`src/rtl/ctrl_contador.sv`:
```
//------------------------------------------------------------------------------
// Module   : ctrl_contador
// Purpose  : Round-robin sequencer for one 4-bit mode counter; runs load+step
//            commands from two requesters and reports final Q and RCO count.
// Revision : 1.0 - initial release
//------------------------------------------------------------------------------
`default_nettype none

module ctrl_contador #(
  parameter int SW = 4
) (
  input  logic            CLK,
  input  logic            RESET,
  input  logic [1:0]      REQ_VALID,
  input  logic [3:0]      REQ_MODO,
  input  logic [7:0]      REQ_D,
  input  logic [2*SW-1:0] REQ_STEPS,
  output logic [1:0]      REQ_READY,
  output logic            CNT_ENB,
  output logic [1:0]      CNT_MODO,
  output logic [3:0]      CNT_D,
  input  logic [3:0]      CNT_Q,
  input  logic            CNT_RCO,
  output logic            BUSY,
  output logic            DONE,
  output logic            DONE_ID,
  output logic [3:0]      RESULT,
  output logic [SW-1:0]   WRAPS
);

  typedef enum logic [2:0] {
    S_IDLE  = 3'd0,
    S_LOAD  = 3'd1,
    S_RUN   = 3'd2,
    S_DRAIN = 3'd3,
    S_DONE  = 3'd4
  } state_t;

  state_t        r_state;
  state_t        w_state_nxt;
  logic          r_rr;
  logic          r_id;
  logic [1:0]    r_modo;
  logic [3:0]    r_d;
  logic [SW-1:0] r_steps;
  logic [SW-1:0] r_acc;
  logic [1:0]    w_grant;
  logic          w_gid;
  logic [SW-1:0] w_acc_nxt;

  assign w_gid     = w_grant[1];
  assign REQ_READY = w_grant;
  assign BUSY      = (r_state != S_IDLE);
  assign DONE      = (r_state == S_DONE);

  // RCO accumulator saturates instead of wrapping
  assign w_acc_nxt = (CNT_RCO && (r_acc != {SW{1'b1}})) ? r_acc + 1'b1 : r_acc;

  always_comb begin
    w_state_nxt = r_state;
    w_grant     = 2'b00;
    CNT_ENB     = 1'b0;
    CNT_MODO    = 2'b00;
    CNT_D       = 4'd0;
    case (r_state)
      S_IDLE: begin
        if (!RESET) begin
          if (REQ_VALID == 2'b11)
            w_grant = r_rr ? 2'b10 : 2'b01;
          else
            w_grant = REQ_VALID;
        end
        if (w_grant != 2'b00)
          w_state_nxt = S_LOAD;
      end
      S_LOAD: begin
        CNT_ENB  = 1'b1;
        CNT_MODO = 2'b11;
        CNT_D    = r_d;
        if ((r_steps != {SW{1'b0}}) && (r_modo != 2'b11))
          w_state_nxt = S_RUN;
        else
          w_state_nxt = S_DRAIN;
      end
      S_RUN: begin
        CNT_ENB  = 1'b1;
        CNT_MODO = r_modo;
        if (r_steps == {{(SW-1){1'b0}}, 1'b1})
          w_state_nxt = S_DRAIN;
      end
      S_DRAIN: w_state_nxt = S_DONE;
      S_DONE:  w_state_nxt = S_IDLE;
      default: w_state_nxt = S_IDLE;
    endcase
  end

  always_ff @(posedge CLK) begin
    if (RESET) begin
      r_state <= S_IDLE;
      r_rr    <= 1'b0;
      r_id    <= 1'b0;
      r_modo  <= 2'b00;
      r_d     <= 4'd0;
      r_steps <= {SW{1'b0}};
      r_acc   <= {SW{1'b0}};
      DONE_ID <= 1'b0;
      RESULT  <= 4'd0;
      WRAPS   <= {SW{1'b0}};
    end else begin
      r_state <= w_state_nxt;
      if (w_grant != 2'b00) begin
        r_id    <= w_gid;
        r_rr    <= ~w_gid;
        r_modo  <= w_gid ? REQ_MODO[3:2] : REQ_MODO[1:0];
        r_d     <= w_gid ? REQ_D[7:4]    : REQ_D[3:0];
        r_steps <= w_gid ? REQ_STEPS[2*SW-1:SW] : REQ_STEPS[SW-1:0];
        r_acc   <= {SW{1'b0}};
      end
      if (r_state == S_RUN)
        r_steps <= r_steps - 1'b1;
      if ((r_state == S_RUN) || (r_state == S_DRAIN))
        r_acc <= w_acc_nxt;
      // Published results change only here, so they stay stable until the next DONE
      if (r_state == S_DRAIN) begin
        RESULT  <= CNT_Q;
        WRAPS   <= w_acc_nxt;
        DONE_ID <= r_id;
      end
    end
  end

endmodule

`default_nettype wire

```
`config.mk`:
```
export PLATFORM = sky130hd
export DESIGN_NAME = ctrl_contador
export DESIGN_NICKNAME = d
export VERILOG_FILES = /design/src/rtl/ctrl_contador.sv
export SDC_FILE = /design/constraint.sdc
export NUM_CORES = 1
export LEC_CHECK = 0
export CORE_MARGIN = 1.5
export CORE_UTILIZATION = 48
export CTS_BUF_LIST = sky130_fd_sc_hd__clkbuf_16
export CTS_CLUSTER_DIAMETER = 80
export DETAILED_ROUTE_END_ITERATION = 10
export PLACE_DENSITY = 0.83
export SYNTH_ARGS = -nofsm -noshare
export SYNTH_HDL_FRONTEND = slang
export SYNTH_SLANG_ARGS = --single-unit
```
`constraint.sdc`:
```
create_clock -name CLK -period 3.95 [get_ports CLK]
set_input_delay 0.79 -clock CLK [delete_from_list [all_inputs] [get_ports CLK]]
set_output_delay 0.79 -clock CLK [all_outputs]
set_load 0.01 [all_outputs]
```
# --- Yosys cells after proc, flatten, opt, wreduce, memory -nomap -nowiden ---
# Index checks and enable logic that the tools add are counted.
word_totals:
  regBits: 28
  latch_bits: 0
  mem_bits_rw: 0
  mem_bits_ro: 0
  input_bits: 29
  wordCells: 55
  memories: 0
classes:
  n_addsub: 2
  n_mul: 0
  div_mod_pow: 0
  order_cmp: 0
  n_eq_ne: 10
  shifts: 0
  mux: 20
  n_bitwise: 1
  n_reduce_logical: 12
ops:
  columns: ["op", "n"]
  rows:
  - ["2-to-1 mux 4 bit", 8]
  - ["2-to-1 mux 2 bit", 6]
  - ["one-hot mux 3 bit (4 select lines)", 1]
  - ["nonzero test 2 bit", 4]
  - ["== test 3 x 2 -> 1 bit, second input constant", 2]
  - ["2-to-1 mux 3 bit", 2]
  - ["inequality test 2 bit, second input constant", 3]
  - ["adder 4 x 1 -> 4 bit, second input constant", 1]
  - ["== test 4 x 1 -> 1 bit, second input constant", 1]
  - ["inequality test 4 bit, second input constant", 1]
  - ["one-hot mux 2 bit (2 select lines)", 1]
  - ["nonzero test 4 bit", 1]
  - ["subtractor 4 x 1 -> 4 bit, second input constant", 1]
  - ["== test 3 x 1 -> 1 bit, second input constant", 1]
  - ["== test 3 bit, second input constant", 1]
  - ["zero test 3 bit", 1]
  - ["nonzero test 3 bit", 1]
  - ["== test 2 bit, second input constant", 1]
  - ["logical AND 1 bit", 2]
  - ["2-to-1 mux 1 bit", 2]
  - ["AND reduction 2 bit", 1]
  - ["OR reduction 2 bit", 1]
  - ["logical OR 1 bit", 1]
  - ["inverter 1 bit", 1]

# --- Longest topological paths before layout ---
# Gate-level depths: netlist of the first run.
logic_depth:
  word_depth: 8
  ltp_mapped: 7

# --- Worst setup path before layout of the first run ---
# Ideal clock, no wire load.
synth_timing:
  path_kind: "input port to output port"
  startpoint: "input port RESET"
  endpoint: "output port REQ_READY[1]"
  t_arrival_ns: 1.578
  required_time_ns: 3.160
  path_slack_ns: 1.582
  cell_stages: 4
  n_path_buf: 2
  cell_sequence: "nor4_1 and3_1 clkbuf_1 buf_4"
synth_via:
  elab_chain_len: 3
synth_rtl:
  columns: ["element", "line", "rtl"]
  rows:
  - ["start, declared", "13", "input logic RESET,"]
  - ["2-to-1 mux 2 bit", "67", "if (!RESET) begin"]
  - ["2-to-1 mux 2 bit (2 in series)", "65", "case (r_state)"]
  - ["end, declared", "18", "output logic [1:0] REQ_READY,"]
# No other way between the ends. The select of a mux whose other input is x is not followed.

# --- Final worst setup path of the first run ---
layout_timing:
  startpoint: "input port RESET"
  endpoint: "output port REQ_READY[0]"
# The elaborated chain is that of the path after synthesis.

==> results of run 1 <==
## worst max-delay path by stage
| stage | startpoint | cells past startpoint | to |
|---|---|---|---|
| after detailed placement | RESET | 5 | REQ_READY[0] |
| after global routing | RESET | 5 | REQ_READY[0] |
| after global placement | RESET | 5 | REQ_READY[0] |
| after CTS | RESET | 5 | REQ_READY[0] |
| after floorplan | RESET | 4 | REQ_READY[1] |
| final | RESET | 5 | REQ_READY[0] |
## area by class of cell
type | instances | area [sq um]
clock buffers | 3 | 75.07
clock inverters | 1 | 30.03
fillers | 233 | 808.3
inverters | 3 | 11.26
multi-input cells | 124 | 762.0
flip-flops and latches | 28 | 560.5
well taps | 31 | 38.79
repair buffers | 50 | 495.5
## power groups by stage
stage / Clock (W) / Combinational, W / Sequential, W
final: 0.000295 / 0.000461 / 0.000398
after detailed placement: 0 / 0.000451 / 0.000401
after floorplan: 0 / 0.000331 / 0.000375
after global placement: 0 / 0.000436 / 0.000400
after global routing: 0.000317 / 0.000507 / 0.000405
after CTS: 0.000300 / 0.000461 / 0.000395
## per-layer routing
layer | track usage (%) | vias to the layer above
met5 | 0 | -
met4 | 7.973 | 0
met3 | 2.721 | 4
met2 | 40.89 | 60
met1 | 30.06 | 664
li1 | - | 685
## cells in the final DEF, fill, tap and decap left out, types with 3 or more instances in the layout
cell and n:
o21ai_0 6, and2_1 6, a222oi_1 5, nor2_1 19, a21oi_1 15, clkbuf_16 3, a211oi_1 4, nor3_1 5
mux2i_1 5, ha_1 3, nor3b_1 3, clkdlybuf4s50_1 48, nand2_1 17, xor2_1 3, nand3_1 5, inv_1 3
dfxtp_1 28, a31oi_1 3
## critical path, stage by stage
cell and delay (ns):
clkdlybuf4s50_1 0.44, nor4_1 0.29, nand3_1 0.15, inv_1 0.20
clkdlybuf4s50_1 0.58
## registers in the layout, summed over array words and instances, names as in the netlist, 2 cells and up
signal,flops
r_steps,4
r_modo,2
WRAPS,4
RESULT,4
r_acc,4
r_state,3
r_d,4
## metrics by stage
step | power [W] | util [%] | hold slack (ns) | cell area, sq um
2_1_floorplan | 0.0007061 | - | 0.4323 | 1414
3_3_place_gp | 0.0008359 | 67.16 | 0.4408 | 1868
3_5_place_dp | 0.0008527 | 67.16 | 0.4607 | 1868
4_1_cts | 0.001156 | 70.94 | 0.4702 | 1973
5_1_grt | 0.001229 | 70.94 | 0.4913 | 1973
6_report | 0.001154 | 70.94 | 0.4679 | 1973
## logic make-up after synthesis
kind of cell,share of synthesized area (%)
AND/OR/NAND/NOR,24.51
AO/OA/AOI/OAI,20.71
flip-flops,39.65
buffers and inverters,6.460
multiplexers,3.540
XOR/XNOR,2.478
adder cells (fa/ha/maj),2.655
==> key figures, run 1 <==
STA
  – Setup TNS: 0 ns
  – Fin. max-slew vios: 0
  – PnR worst setup slack: 0.7138 ns
  – Relative max-transition margin: 45.41%
  – Worst clock skew: 0.003180 ns
  – Worst Tran Pin Value: 0.8170 ns
  – Final hold vios: 0
  – Tmin final: 3.236 ns
  – FMAX: 309.0 MHz
  – Tcrit/Tclk final: 81.93%
  – Final setup fails: 0
  – RSZ-0062 raised after global routing: false

Route
  – Initial DRC Count: 79
  – WL met1: 1535 um
  – Routed vias/inst: 5.888
  – Post-route antenna net violation count: 0
  – Via Count: 1413
  – Met2 routed WL: 1778 um
  – DR WL/cell: 14.79 um
  – Length of the first detailed-routing pass in iterations: 6
  – Top Layer Used: met4
  – WL final: 3550 um
  – Residual DRC: 0
  – Met3 Wirelength: 213 um

Die
  – I/O pins: 49
  – Initial Utilization: 50.83%
  – Die footprint: 3280 sq um
  – FP Rows: 19
  – Die Y: 57.27 um
  – Core Box Area: 2781 sq um
  – Die Span X: 57.27 um

Yosys
  – Largest area contributor in the netlist: dfxtp_1
  – #FFs+latches synth: 28
  – Top post-synthesis cells by count: dfxtp_1, nor2_1, nand2_1
  – Cell variety after synth: 39
  – Yosys top cell area share: 39.65%
  – Synth Flop Type: dfxtp_1
  – Cell with the most instances after synthesis: dfxtp_1
  – Sequential fraction of the synthesis area: 39.65%
  – EDFF count, synth: 0
  – Synth Cell Area: 1414 sq um
  – Synth Net Count: 199
  – YS warnings: 0
  – Mean area per synthesized cell: 8.466 sq um
  – Asr flop ratio synth: 0%
  – Mapped Cells: 167
  – Top cells by area, synth: dfxtp_1, a21oi_1, nor2_1, nand2_1, a222oi_1

Final layout
  – Nets: 242
  – Non-filler cells, final: 240
  – Layout cell share with drive strength beyond 1: 5.263%
  – Antenna diodes: 0
  – Area grow syn2layout: 39.56%

Power and ir drop
  – Leakage: 0.7149 nW
  – Pwr per Cell Area: 584.8 nW/um^2
  – Logic pwr share: 40.0%
  – Seq pwr share: 34.5%
  – Worst vdd ir: 0.4389 mV
  – Clk pwr share: 25.6%
  – Int Pwr: 0.0007694 W
  – Net Sw Power: 0.0003845 W
  – Net Sw Frac: 33.32%

Global routing
  – Largest net degree at the start of global routing: 32
  – GRT Total Usage: 23.44%
  – First-pass GRT wire length: 6085 um
  – Number of global-route vias before repair: 1341
  – GR Overflow Total: 0
  – Initial antenna violation count: 0

Worst setup path
  – Startpoint Class: primary input
  – Crit path capture type: primary output
  – Reg2reg path depth: 5
  – Required time of the critical path: 3.16 ns
  – FF-to-FF Start: r_state[2]
  – CP arrival: 2.45 ns
  – Worst Path Max Fanout: 7
  – RR Endpoint: r_steps[3]
  – Critical path class: primary input to primary output
  – Reg2Reg Setup Slack: 2.13 ns

CTS
  – Maximum clock path buffer count: 2
  – Clock tree root driver cell: clkbuf_16
  – CTS tree: built
  – Setup Buffers After CTS: 0
  – Clk_lat worst skew: 0.26 ns
  – H-Tree Depth: 1
  – Clock sinks: 28
  – CTS Hold Bufs: 0
  – Post-CTS Resized: 0
  – Clock Pin Slew Worst Setup and Hold Paths: 0.07 ns
  – TritonCTS buffer count: 3

Placement
  – Post-Place Setup Slack: 0.7309 ns
  – Port Buf Inserts: 48
  – Final HPWL DP: 2592 um
  – Gp weighted congestion: 0.8350
  – Placed Instances: 236

Status
  – Status: complete, no violations

Job
  – Number of max-cap violations: 0

Min path
  – Hold Path Sink: RESULT[0]
  – Hold Crit Class: flop to flop
  – Hold path start: RESULT[0]
  – Hold depth: 2
Power figures use the tool's default switching activity.
==> run 2: changes to the inputs <==
--- a/config.mk
+++ b/config.mk
@@ -6,11 +6,11 @@
 export NUM_CORES = 1
 export LEC_CHECK = 0
 export CORE_MARGIN = 1.5
-export CORE_UTILIZATION = 48
+export CORE_UTILIZATION = 40
 export CTS_BUF_LIST = sky130_fd_sc_hd__clkbuf_16
 export CTS_CLUSTER_DIAMETER = 80
 export DETAILED_ROUTE_END_ITERATION = 10
-export PLACE_DENSITY = 0.83
+export PLACE_DENSITY = 0.74
 export SYNTH_ARGS = -nofsm -noshare
 export SYNTH_HDL_FRONTEND = slang
 export SYNTH_SLANG_ARGS = --single-unit
==> constraint.sdc (replaced) <==
create_clock -name CLK -period 2.6 [get_ports CLK]
set_input_delay 0.52 -clock CLK [delete_from_list [all_inputs] [get_ports CLK]]
set_output_delay 0.52 -clock CLK [all_outputs]
set_load 0.01 [all_outputs]
==> run 2 against run 1 <==
Flip-flop and latch count unchanged. Hold slack worse by 0.016 ns. Setup slack lost 0.54 ns. Clock power increased by 19%. Total power up 45%. Combinational power grew 57%. Routed wire length rose by 1.8%. Non-clock buffer count rose by 5. Sequential share of layout area shrank 0.58 points. First-iteration DRC count decreased by 8.9%. Core utilization fell by 11 points. Sequential power increased by 51%. Critical path type is now flop to primary output. Critical endpoint is now CNT_D[2]. Largest power group unchanged.
==> key figures, run 2 (synthesis gave the netlist of run 1 again) <==
Placement
  – Post-DP Area: 1924 sq um (+3.0%)
  – Final HPWL DP: 2612 um (+0.78%)
  – Post-Place Setup Slack: 0.0007254 ns (-0.7301 ns)
  – Port Buf Inserts: 48 (unchanged)
  – Gp weighted congestion: 0.7746 (-7.2%)

STA
  – Worst Tran Pin Value: 0.4713 ns (-0.3458 ns)
  – FMAX: 411.9 MHz
  – Worst clock skew: 0.003440 ns (+0.0002602 ns)
  – Fin. max-slew vios: 0 (unchanged)
  – Final setup fails: 0 (unchanged)
  – PnR worst setup slack: 0.1720 ns (-0.5417 ns)
  – Tcrit/Tclk final: 93.38%
  – Setup TNS: 0 ns (unchanged)
  – Tmin final: 2.428 ns
  – RSZ-0062 raised after global routing: false
  – Final hold slack: 0.4516 ns (-0.01627 ns)
  – Relative max-transition margin: 68.52% (+23 points)
  – Final hold vios: 0 (unchanged)

Final layout
  – Final instance area: 2014 sq um (+2.1%)
  – Antenna diodes: 0 (unchanged)
  – Commonest non-fill, non-tap cell in the layout: clkdlybuf4s50_1
  – Area of the multi-input gates: 768.2 sq um (+0.82%)
  – Area occupied by registers: 560.5 sq um (unchanged)
  – Layout cell share with drive strength beyond 1: 7.477% (+2.2 points)
  – Most frequent cells in the layout: clkdlybuf4s50_1, dfxtp_1, nor2_1
  – # fillers: 320 (+37%)
  – Area grow syn2layout: 42.48%
  – Nets: 247 (+2.1%)

CTS
  – CTS Hold Bufs: 0 (unchanged)
  – TritonCTS buffer count: 3 (unchanged)
  – Clock tree root driver cell: clkbuf_16
  – H-Tree Depth: 1 (unchanged)
  – Clock Pin Slew Worst Setup and Hold Paths: 0.07 ns (about the same)
  – Clk_lat worst skew: 0.26 ns (about the same)
  – CTS tree: built
  – Post-CTS Resized: 1 (+1)
  – Setup Buffers After CTS: 0 (unchanged)
  – Clock sinks: 28 (unchanged)
  – Maximum clock path buffer count: 2 (unchanged)

Power and ir drop
  – Worst vdd ir: 0.3252 mV (-26%)
  – Design Power: 0.001677 W (+45%)
  – Pwr per Cell Area: 832.6 nW/um^2 (+42%)
  – Leakage: 0.7622 nW (+6.6%)

Die
  – Die Y: 62.45 um (+9.0%)
  – FP Rows: 21 (+2)
  – Core Box Area: 3363 sq um (+21%)
  – Initial Utilization: 42.04% (-8.8 points)
  – Die Span X: 62.45 um (+9.0%)
  – Die footprint: 3900 sq um (+19%)
  – I/O pins: 49 (unchanged)

Worst setup path
  – RR Endpoint: r_d[0]
  – Reg2reg path depth: 5 (unchanged)
  – Slowest cell delay on critical path: 0.54 ns (-0.04 ns)
  – Critical-path cell list: nor3b_1, buf_4, and2_1, clkdlybuf4s50_1
  – CP arrival: 1.91 ns (-0.54 ns)
  – Reg2Reg Setup Slack: 0.77 ns (-1.36 ns)
  – Slowest cell on crit path: dfxtp_1
  – Startpoint Class: flop
  – Required time of the critical path: 2.08 ns (-1.08 ns)
  – Worst Path Max Fanout: 10 (+3)
  – Critical path class: flop to primary output
  – FF-to-FF Start: r_state[2]
  – Crit path capture type: primary output

Global routing
  – Initial antenna violation count: 0 (unchanged)
  – Largest net degree at the start of global routing: 32 (unchanged)
  – GRT Total Usage: 18.42% (-5.0 points)
  – GR Overflow Total: 0 (unchanged)
  – First-pass GRT wire length: 5954 um (-2.2%)
  – Number of global-route vias before repair: 1331 (-0.75%)

Route
  – Routed vias/inst: 5.296 (-10%)
  – DR WL/cell: 13.90 um (-6.0%)
  – Residual DRC: 0 (unchanged)
  – Length of the first detailed-routing pass in iterations: 4 (-2)
  – Initial DRC Count: 72 (-8.9%)
  – WL final: 3614 um (+1.8%)
  – Post-route antenna net violation count: 0 (unchanged)
  – Via Count: 1377 (-2.5%)

Status
  – Status: complete, no violations

Min path
  – Hold path start: RESULT[1]
  – Hold Crit Class: flop to flop
  – Hold Path Sink: RESULT[1]
  – Hold depth: 2 (unchanged)

Job
  – Number of max-cap violations: 0 (unchanged)
-- run 2: changes by cell type in the layout (fill, tap and decap cells not counted) --
cell | previous run | this run
buf_4 | 2 | 7
clkdlybuf4s50_1 | 48 | 46
dlymetal6s2s_1 | 0 | 2
bufinv_16 | 1 | 0
clkinv_1 | 0 | 1
nor4_1 | 1 | 0
nor4_2 | 0 | 1
-- run 2: cell type report --
type / count / share of cell area (%)
Clock buffer: 3 / 3.727
Inverter: 3 / 0.5590
Clock inverter: 1 / 0.1863
Sequential cell: 28 / 27.83
Multi-Input combinational cell: 124 / 38.14
Timing Repair Buffer: 55 / 26.71
Tap cell: 46 / 2.857
-- run 2: through the flow --
| step | cells | utilization [%] |
|---|---|---|
| detailed placement | 256 | 57.22 |
| floorplan | 167 | - |
| finish | 260 | 59.90 |
| global placement | 256 | 57.22 |
| CTS | 260 | 59.75 |
| global route | 260 | 59.90 |
-- run 2: report_power, final --
| group | switching, W | internal [W] | total, W |
|---|---|---|---|
| clock | 0.000146 | 0.000206 | 0.000352 |
| combinational | 0.000349 | 0.000375 | 0.000724 |
| sequential | 0.0000906 | 0.000511 | 0.000601 |
-- run 2: how the worst max path moves through the flow --
stage / to / start / slack [ns]
6_report: CNT_D[2] / r_state[0] / 0.17
5_1_grt: CNT_D[2] / r_state[0] / 0.12
4_1_cts: REQ_READY[1] / RESET / 0.04
3_3_place_gp: REQ_READY[1] / RESET / -0.05
3_5_place_dp: REQ_READY[1] / RESET / 0.0007
2_1_floorplan: REQ_READY[1] / r_state[2] / 0.75
-- run 2: critical path, delay by kind of cell, from the launching register on --
kind                   cells  cell delay [ns]
AND/OR/NAND/NOR            2             0.39
flip-flops                 1             0.54
buffers and inverters      2             0.72
-- run 2: per-layer routing --
layer / vias to the layer above / global-route usage [%] / routed length (um)
met2: 37 / 33.87 / 1836
met1: 643 / 22.25 / 1600
met4: 0 / 6.667 / 34
met3: 2 / 1.622 / 143
li1: 695 / - / -
met5: - / 0 / 0
==> run 3: changes to the inputs <==
--- a/config.mk
+++ b/config.mk
@@ -5,6 +5,7 @@
 export SDC_FILE = /design/constraint.sdc
 export NUM_CORES = 1
 export LEC_CHECK = 0
+export CORE_ASPECT_RATIO = 0.9
 export CORE_MARGIN = 1.5
 export CORE_UTILIZATION = 40
 export CTS_BUF_LIST = sky130_fd_sc_hd__clkbuf_16
==> run 3 against run 2 <==
Cell area grew 0.25%. Routed wire length is 5.5% higher. Count of clock-buffer cells in the layout stayed put. Hold slack better by 0.0077 ns. Maximum frequency fell by 0.31%. Register-to-register slack hardly changed. Flip-flop and latch count did not move. Total power rose by 1.7%. Sequential share of layout area barely moved. Critical endpoint is now CNT_MODO[0]. Largest power group unchanged.
==> key figures, run 3 (synthesis gave the netlist of run 1 again) <==
Route
  – Initial DRC Count: 102 (+42%)
  – DR WL/cell: 14.84 um (+6.7%)
  – Length of the first detailed-routing pass in iterations: 5 (+1)
  – Routed vias/inst: 5.556 (+4.9%)
  – Residual DRC: 0 (unchanged)
  – Via Count: 1428 (+3.7%)
  – Post-route antenna net violation count: 0 (unchanged)
  – WL final: 3813 um (+5.5%)

Final layout
  – Commonest non-fill, non-tap cell in the layout: clkdlybuf4s50_1
  – Layout cell share with drive strength beyond 1: 7.981% (+0.50 points)
  – Non-filler cells, final: 257 (-1.2%)
  – Area grow syn2layout: 42.83%
  – Antenna diodes: 0 (unchanged)
  – Nets: 246 (-0.40%)
  – Most frequent cells in the layout: clkdlybuf4s50_1, dfxtp_1, nor2_1

CTS
  – Clk_lat worst skew: 0.26 ns (about the same)
  – Clock Pin Slew Worst Setup and Hold Paths: 0.06 ns (about the same)
  – Maximum clock path buffer count: 2 (unchanged)
  – Clock sinks: 28 (unchanged)
  – CTS tree: built
  – Setup Buffers After CTS: 0 (unchanged)
  – TritonCTS buffer count: 3 (unchanged)
  – H-Tree Depth: 1 (unchanged)
  – Clock tree root driver cell: clkbuf_16

STA
  – FMAX: 410.6 MHz (-0.31%)
  – Relative max-transition margin: 64.94% (-3.6 points)
  – RSZ-0062 raised after global routing: false
  – Final hold slack: 0.4594 ns (+0.007743 ns)
  – Setup TNS: 0 ns (unchanged)
  – Final hold vios: 0 (unchanged)
  – Tcrit/Tclk final: 93.68% (+0.29 points)
  – Fin. max-slew vios: 0 (unchanged)
  – Worst Tran Pin Value: 0.5248 ns (+0.05357 ns)
  – Final setup fails: 0 (unchanged)
  – Tmin final: 2.436 ns (+0.007620 ns)
  – PnR worst setup slack: 0.1644 ns (-0.007620 ns)
  – Worst clock skew: 0.002066 ns (-0.001374 ns)

Worst setup path
  – Crit-path leading delay family: flip-flops
  – Slowest cell on crit path: dfxtp_1
  – Slowest cell delay on critical path: 0.56 ns (+0.02 ns)
  – Required time of the critical path: 2.08 ns (about the same)
  – Critical path class: flop to primary output
  – CP bufs+invs: 1 (-1)
  – CP arrival: 1.92 ns (about the same)
  – Crit path capture type: primary output
  – Worst Path Max Fanout: 10 (unchanged)
  – Startpoint Class: flop
  – Critical-path cell list: xnor2_1, nor2_1, o21a_1, clkdlybuf4s50_1

Global routing
  – First-pass GRT wire length: 6044 um (+1.5%)
  – Initial antenna violation count: 0 (unchanged)
  – GR Overflow Total: 0 (unchanged)
  – Largest net degree at the start of global routing: 32 (unchanged)
  – Number of global-route vias before repair: 1301 (-2.3%)
  – GRT Total Usage: 20.54% (+2.1 points)

Placement
  – Gp weighted congestion: 0.8485 (+9.5%)
  – Final HPWL DP: 2771 um (+6.1%)
  – Placed Instances: 253 (-1.2%)
  – Post-Place Setup Slack: -0.1123 ns (-0.1130 ns)
  – Port Buf Inserts: 48 (unchanged)

Die
  – Core Box Area: 3378 sq um (+0.45%)
  – Die Span X: 65.67 um (+5.2%)
  – Die Y: 59.40 um (-4.9%)
  – Die footprint: 3901 sq um (about the same)
  – Initial Utilization: 41.85% (-0.19 points)
  – I/O pins: 49 (unchanged)
  – FP Rows: 20 (-4.8%)

Job
  – Number of max-cap violations: 0 (unchanged)

Power and ir drop
  – Worst vdd ir: 0.4507 mV (+39%)
  – Design Power: 0.001706 W (+1.7%)
  – Leakage: 0.7623 nW (about the same)
  – Pwr per Cell Area: 844.7 nW/um^2 (+1.5%)

Min path
  – Hold Crit Class: flop to flop

Status
  – Status: complete, no violations
-- run 3: cell count changes in the layout (fill, tap and decap cells not counted) --
cell     delta
dfxtp_1     -1
nor4_4      +1
nor3b_2     +1
nor4_2      -1
dfxtp_2     +1
nor3b_1     -1
buf_4       -1
-- run 3: per-layer routing --
| metal | global-route usage (%) | part of all wire (%) | vias to the layer above |
|---|---|---|---|
| li1 | - | - | 697 |
| met1 | 23.74 | 43 | 689 |
| met2 | 36.51 | 50 | 38 |
| met3 | 5.323 | 5.5 | 4 |
| met4 | 7.738 | 1.5 | 0 |
| met5 | 0 | 0 | - |
-- run 3: worst min-delay path, stage by stage, from the launching register on --
cell,delay [ns]
dfxtp_1,0.31
nand2_1,0.05
a21oi_1,0.05
-- run 3: timing repair --
item	CTS	global route
hold buffers	0	0
gates resized for setup	3	3
endpoints found under the setup margin	6	6
-- run 3: metrics by stage --
stage	cell area [sq um]	util (%)
2_1_floorplan	1414	-
3_3_place_gp	1914	56.67
3_5_place_dp	1914	56.67
4_1_cts	2013	59.59
5_1_grt	2019	59.78
6_report	2019	59.78
-- run 3: area by class of cell --
class                   instances  area [sq um]
clock inverters                 1         3.754
multi-input cells             124         782.0
clock buffers                   3         75.07
fillers                       306          1359
well taps                      44         55.05
repair buffers                 54         530.5
inverters                       3         11.26
flip-flops and latches         28         561.8
-- run 3: where the power goes --
group,internal [W],switching (W)
registers,0.000513,0.000101
logic,0.000382,0.000359
clock network,0.000206,0.000145
total,0.00110,0.000605
-- run 3: worst paths after layout --
kind | depth (start not counted) | slack [ns] | from | end
hold / removal | 2 | 0.46 | RESULT[1] | RESULT[1]
hold reg to reg | 2 | 0.46 | RESULT[1] | RESULT[1]
setup / recovery | 4 | 0.16 | r_state[1] | CNT_MODO[0]
setup reg to reg | 6 | 0.76 | r_state[2] | r_steps[3]
